## src/rtl/dmem_arbiter.sv

```systemverilog
// Two-requester data-memory arbiter: registered round-robin grant with a bounded
// hold, combinational steering of the owner's access onto the RAM, per-requester read return.
module dmem_arbiter #(
  parameter int AW       = 8,
  parameter int DW       = 16,
  parameter int MAX_HOLD = 4
) (
  input  logic          Clk,
  input  logic          Reset,
  input  logic          req0,
  input  logic          wr0,
  input  logic [AW-1:0] addr0,
  input  logic [DW-1:0] wdata0,
  output logic          gnt0,
  output logic          rvalid0,
  input  logic          req1,
  input  logic          wr1,
  input  logic [AW-1:0] addr1,
  input  logic [DW-1:0] wdata1,
  output logic          gnt1,
  output logic          rvalid1,
  output logic [DW-1:0] rdata,
  output logic [AW-1:0] mem_addr,
  output logic          mem_wr,
  output logic [DW-1:0] mem_wdata,
  input  logic [DW-1:0] mem_rdata,
  output logic          busy,
  output logic          owner
);

  typedef enum logic [1:0] {IDLE, OWN0, OWN1} state_t;

  localparam logic [7:0] HOLD_MAX = 8'(MAX_HOLD);

  state_t     state_q, state_d;
  logic       owner_q, owner_d;
  logic [7:0] hold_q, hold_d;
  logic       rv0_q, rv0_d;
  logic       rv1_q, rv1_d;

  logic       take;
  logic       take_idx;
  logic [7:0] hold_inc;

  always_ff @(posedge Clk or posedge Reset) begin
    if (Reset) begin
      state_q <= IDLE;
      owner_q <= 1'b1;
      hold_q  <= '0;
      rv0_q   <= 1'b0;
      rv1_q   <= 1'b0;
    end else begin
      state_q <= state_d;
      owner_q <= owner_d;
      hold_q  <= hold_d;
      rv0_q   <= rv0_d;
      rv1_q   <= rv1_d;
    end
  end

  always_comb begin
    state_d  = state_q;
    owner_d  = owner_q;
    hold_d   = hold_q;
    take     = 1'b0;
    take_idx = 1'b0;
    hold_inc = (hold_q == HOLD_MAX) ? hold_q : hold_q + 8'd1;
    // A read is only issued while the owner still asserts its request.
    rv0_d    = (state_q == OWN0) && req0 && !wr0;
    rv1_d    = (state_q == OWN1) && req1 && !wr1;

    case (state_q)
      IDLE: begin
        if (req0 && (!req1 || owner_q)) begin
          take = 1'b1; take_idx = 1'b0;
        end else if (req1) begin
          take = 1'b1; take_idx = 1'b1;
        end
      end
      OWN0: begin
        if (!req0) begin
          if (req1) begin take = 1'b1; take_idx = 1'b1; end
          else state_d = IDLE;
        end else if (req1 && hold_inc == HOLD_MAX) begin
          take = 1'b1; take_idx = 1'b1;
        end else begin
          hold_d = hold_inc;
        end
      end
      OWN1: begin
        if (!req1) begin
          if (req0) begin take = 1'b1; take_idx = 1'b0; end
          else state_d = IDLE;
        end else if (req0 && hold_inc == HOLD_MAX) begin
          take = 1'b1; take_idx = 1'b0;
        end else begin
          hold_d = hold_inc;
        end
      end
      default: state_d = IDLE;
    endcase

    if (take) begin
      state_d = take_idx ? OWN1 : OWN0;
      owner_d = take_idx;
      hold_d  = '0;
    end
  end

  always_comb begin
    gnt0      = (state_q == OWN0);
    gnt1      = (state_q == OWN1);
    busy      = (state_q != IDLE);
    owner     = owner_q;
    rvalid0   = rv0_q;
    rvalid1   = rv1_q;
    rdata     = (rv0_q || rv1_q) ? mem_rdata : '0;
    mem_addr  = '0;
    mem_wdata = '0;
    mem_wr    = 1'b0;
    case (state_q)
      OWN0: begin
        mem_addr  = addr0;
        mem_wdata = wdata0;
        mem_wr    = wr0 & req0;
      end
      OWN1: begin
        mem_addr  = addr1;
        mem_wdata = wdata1;
        mem_wr    = wr1 & req1;
      end
      default: ;
    endcase
  end

endmodule

```

## config.mk

```make
export PLATFORM = sky130hd
export DESIGN_NAME = dmem_arbiter
export DESIGN_NICKNAME = d
export VERILOG_FILES = /design/src/rtl/dmem_arbiter.sv
export SDC_FILE = /design/constraint.sdc
export NUM_CORES = 1
export LEC_CHECK = 0
export CAP_MARGIN = 20
export CORE_UTILIZATION = 36
export DETAILED_ROUTE_END_ITERATION = 12
export PLACE_DENSITY = 0.95
export SLEW_MARGIN = 20
export SYNTH_ARGS = -nofsm -noshare
export SYNTH_HDL_FRONTEND = slang
export SYNTH_SLANG_ARGS = --single-unit
```

## constraint.sdc

```tcl
create_clock -name Clk -period 7.4 [get_ports Clk]
set_input_delay 0.74 -clock Clk [delete_from_list [all_inputs] [get_ports Clk]]
set_output_delay 0.74 -clock Clk [all_outputs]
set_load 0.05 [all_outputs]
```

# Yosys cells after proc, flatten, opt, wreduce, memory -nomap -nowiden
# Index checks and enable logic that the tools add are counted.
totals:
  regBits: 13
  latchBits: 0
  ramBits: 0
  rom_bits: 0
  in_bits: 70
  word_cells: 66
  n_memories: 0
op_classes:
  add_sub_neg: 1
  mul: 0
  n_div: 0
  magnitude_cmp: 0
  eq_ne: 13
  n_shift: 0
  mux: 28
  bitwise_logic: 2
  n_reduce_logical: 17
ops:
  columns: ["op", "count"]
  rows:
  - ["8-bit 2-to-1 mux", 6]
  - ["16-bit one-hot mux with 2 select lines", 1]
  - ["8-bit one-hot mux with 2 select lines", 2]
  - ["3-bit by 2-bit != test with 1-bit output, second input constant", 6]
  - ["8-bit by 3-bit equality test with 1-bit output, second input constant", 2]
  - ["16-bit 2-to-1 mux", 1]
  - ["2-bit 2-to-1 mux", 6]
  - ["5-bit AND reduction", 2]
  - ["8-bit by 1-bit adder with 8-bit output, second input constant", 1]
  - ["1-bit 2-to-1 mux", 8]
  - ["1-bit logical AND", 7]
  - ["3-bit != test, second input constant", 2]
  - ["2-bit one-hot mux with 3 select lines", 1]
  - ["1-bit one-hot mux with 2 select lines", 2]
  - ["1-bit zero test", 3]
  - ["1-bit one-hot mux with 3 select lines", 1]
  - ["3-bit nonzero test", 1]
  - ["1-bit AND", 2]
  - ["2-bit by 1-bit equality test with 1-bit output, second input constant", 1]
  - ["2-bit equality test, second input constant", 1]
  - ["2-bit zero test", 1]
  - ["1-bit logical OR", 2]
  - ["2-bit != test, second input constant", 1]
  - ["2-bit nonzero test", 1]

# Logic depth before layout (Yosys ltp)
logic_depth:
  word_depth: 9
  ltp_mapped: 9

# Least setup slack after synthesis
# Ideal clock, no wire load.
synth_path:
  path_kind: "flip-flop to output port"
  from: "register state_q[1]"
  to: "output mem_wr"
  t_arrival_ns: 2.862
  required_time_ns: 6.660
  path_slack_ns: 3.798
  path_stages_with_launch: 7
  n_path_buf: 2
  cell_sequence: "dfrtp_1 > inv_1 > ha_1 > clkbuf_1 > buf_1 > nand3_1 > a21boi_0"
synth_via:
  elab_chain_cells: 2
  elab_cells_between_ends: 3
  classes_between: "eq/ne: 2; mux: 1"
synth_lines:
  columns: ["element", "line", "text"]
  rows:
  - ["start, declared", "35", "state_t state_q, state_d;"]
  - ["start signal, assigned", "53", "state_q <= state_d;"]
  - ["2-bit by 1-bit equality test with 1-bit output", null, null]
  - ["via gnt0", "14", "output logic gnt0,"]
  - ["1-bit one-hot mux with 2 select lines", "121", "case (state_q)"]
  - ["end, declared", "24", "output logic mem_wr,"]
# The timed path passes the listed nets, and every way through them passes these cells.

# Worst setup path in the final report
layout_path:
  from: "register state_q[0]"
  to: "output mem_wdata[9]"
layout_via:
  elab_chain_cells: 2
  elab_cells_between_ends: 3
  classes_between: "eq/ne: 2; mux: 1"
layout_lines:
  columns: ["element", "line", "text"]
  rows:
  - ["2-bit equality test / 2-bit by 1-bit equality test with 1-bit output (equally long branches)", "121", null]
  - ["16-bit one-hot mux with 2 select lines (*)", "121", null]
  - ["end, declared", "25", "output logic [DW-1:0] mem_wdata,"]
# Every way passes the cells marked *; elsewhere a longest branch is shown, timed or not.

==> reports/results.tsv <==
metric	value	unit
finalClockSkew	2.95	ps
drc	0	
clock_sinks	13	
rr_endpoint	state_q[0]	
clk_latency	250	ps
ir_worst_vdd	0.327	mV
slowest_delay	870	ps
cts_tree	built	
rr_worst_depth	6	
post-cts-setup-buffer-count	0	
power.density	394	nW/um2
hold_path_depth	2	
rsz0062_at_grt	no	
synth_cells	186	
wire_per_inst	14.8	um
power_leakage	1.00	nW
start_kind	register	
hold_path_startpoint	owner	
clkPwrFrac	6.1	%
start_util	38.6	%
power.switching_fraction	57.3	%
ant_nets	0	
path_class	reg -> out	
detailed_place_hpwl	4.06	mm
power_switching	0.597	mW
setup_viol_count_final	0	
ys_seq_elements	13	
synth_area_per_cell	7.77	um2
pre_cts_ws	4090	ps
hold_class	reg -> reg	
min_period_over_period	48.9	%
yosysWarnings	0	
final_max_slew_viol_count	0	
p_total	1.04	mW
ioPinCount	117	
die_x	65.4	um
clockBufferDepth	2	
synth_top_area_share	20.8	%
cp_max_fo	31	
num_vias	1779	
holdWs	486	ps
finish.net_count	369	
fmaxAchievable	276	MHz
grt.overflow.total	0	
first_global_vias	1535	
fin_area	2650	um2
core	3740	um2
instances_no_fill	340	
area_growth	83.1	%
htree_levels	1	
worstPathCellList	inv_1, ha_1, a22oi_1, nor2b_1, clkdlybuf4s50_1	
ff2ff_setup_slack	4550	ps
grt_max_degree	34	
synth_nets	262	
grt_usage	23.0	%
root_buffer	clkbuf_8	
tightestPinTransition	1050	ps
arrival	2880	ps
p_comb_share	83.7	%
drive_gt1_share	4.45	%
period_needed	3620	ps
internal-power	0.445	mW
die_h	65.4	um
yosysSeqAreaShare	22.6	%
synth_top_area_cell	dfrtp_1	
wirelength	5.05	mm
cts-buffers-inserted	3	
cts_resized	0	
placedCellCount	336	
place_area	2600	um2
synth_cell_types	42	
fin_ws	3780	ps
grt_pass1_wl	7.64	mm
cpMaxStageDelayCell	ha_1	
p_seq_share	10.2	%
cap_violations	0	
place_congestion	0.904	
cp-end-kind	output pin	
hold_violations	0	
rows	22	
fin_util	70.7	%
diodes	0	
worst_slew_margin_rel	30.0	%
ctsHoldBuffers	0	
r2r-start	hold_q[4]	
avgViaCountPerCell	5.23	
die_area	4270	um2
antenna_found_initial	0	
worstPathRequired	6660	ps
synthTopCellsByArea	dfrtp_1 21%, nor2b_1 18%, a22oi_1 13%	
io_buffer_count	116	
status	completed	
first_iter_violations	105	
min_to	owner	
netlist_area	1450	um2
dr.pass1.iters	4	
clk_pin_slew	50	ps
finalSetupTns	0	ps
## per-layer routing
layer / share of wire, % / global-route usage [%]
met1: 39 / 26.8
met2: 51 / 41.2
met3: 8.1 / 6.60
met4: 1.6 / 4.89
met5: 0 / 0
## registers in the layout, summed over array words and instances, names as in the netlist
register,cells
hold_q,8
state_q,2
owner,1
rvalid0,1
rvalid1,1
## worst max path at each step
stage | to | start | cells past startpoint
2_1_floorplan | mem_wr | state_q[1] | 6
3_3_place_gp | mem_wr | req0 | 4
3_5_place_dp | mem_wdata[9] | state_q[0] | 5
4_1_cts | mem_wdata[9] | state_q[0] | 5
5_1_grt | mem_wdata[5] | state_q[0] | 5
6_report | mem_wdata[9] | state_q[0] | 5
## placed cells by master (no fill, tap or decap), types with 2 or more instances in the layout
master	Yosys	layout
clkdlybuf4s50_1	0	116
nor2b_1	41	41
a22oi_1	25	25
dfrtp_1	12	12
inv_1	10	10
nor2_1	9	9
nand2_1	8	8
a21oi_1	7	7
o21ai_0	7	7
nand3_1	7	7
xnor2_1	5	5
ha_1	6	5
xor2_1	4	4
nand4_1	3	3
clkbuf_8	0	3
and3_1	2	2
mux2i_1	2	2
## cell type report
cell class,instances,area [um2]
inverter,10,37.5
tap,48,60.1
sequential,13,327
multi-input combinational,149,1020
fill,300,1100
clock buffer,4,45.0
timing repair buffer,116,1160
## synth_stat cells (all sizes together)
library cell,instances
a311oi,1
o21ai,7
dfrtp,12
nand2,8
a21boi,1
ha,6
and2,1
a22oi,25
o221ai,1
nor2,9
a41o,1
nand2b,1
mux2i,2
or4,1
o211ai,1
nor2b,41
o31a,1
buf,6
inv,10
nand3b,1
mux2,1
nor3,1
or3,1
nand3,7
o221a,1
a21oi,7
nor3b,1
a31oi,1
and3,3
dfstp,1
xor2,4
o22ai,1
clkbuf,8
nand4,3
and4,2
nand4b,1
xnor2,5
or2,1
a211o,1
## cells by family after synthesis
family / share of synthesized area, %
compound gates: 24.2
simple gates: 33.2
mux: 2.16
flops: 22.6
fa+ha+maj: 5.19
buf+inv: 7.27
xor+xnor: 5.45
## worst max-delay path: cells and delay by family, from the launching register on
family / cells / cell delay (ps)
adders and majority gates: 1 / 870
AOI/OAI and AO/OA: 1 / 220
and+or+nand+nor: 1 / 180
DFF: 1 / 400
buffers and inverters: 2 / 950
## power groups by stage
stage | logic, mW | registers (mW) | clock network [mW]
final | 0.872 | 0.106 | 0.0634
after CTS | 0.872 | 0.106 | 0.0649
after global routing | 0.925 | 0.108 | 0.0688
after global placement | 0.858 | 0.106 | 0
after floorplan | 0.614 | 0.112 | 0
after detailed placement | 0.870 | 0.107 | 0
Note: power is estimated with default switching activity, not from simulation.
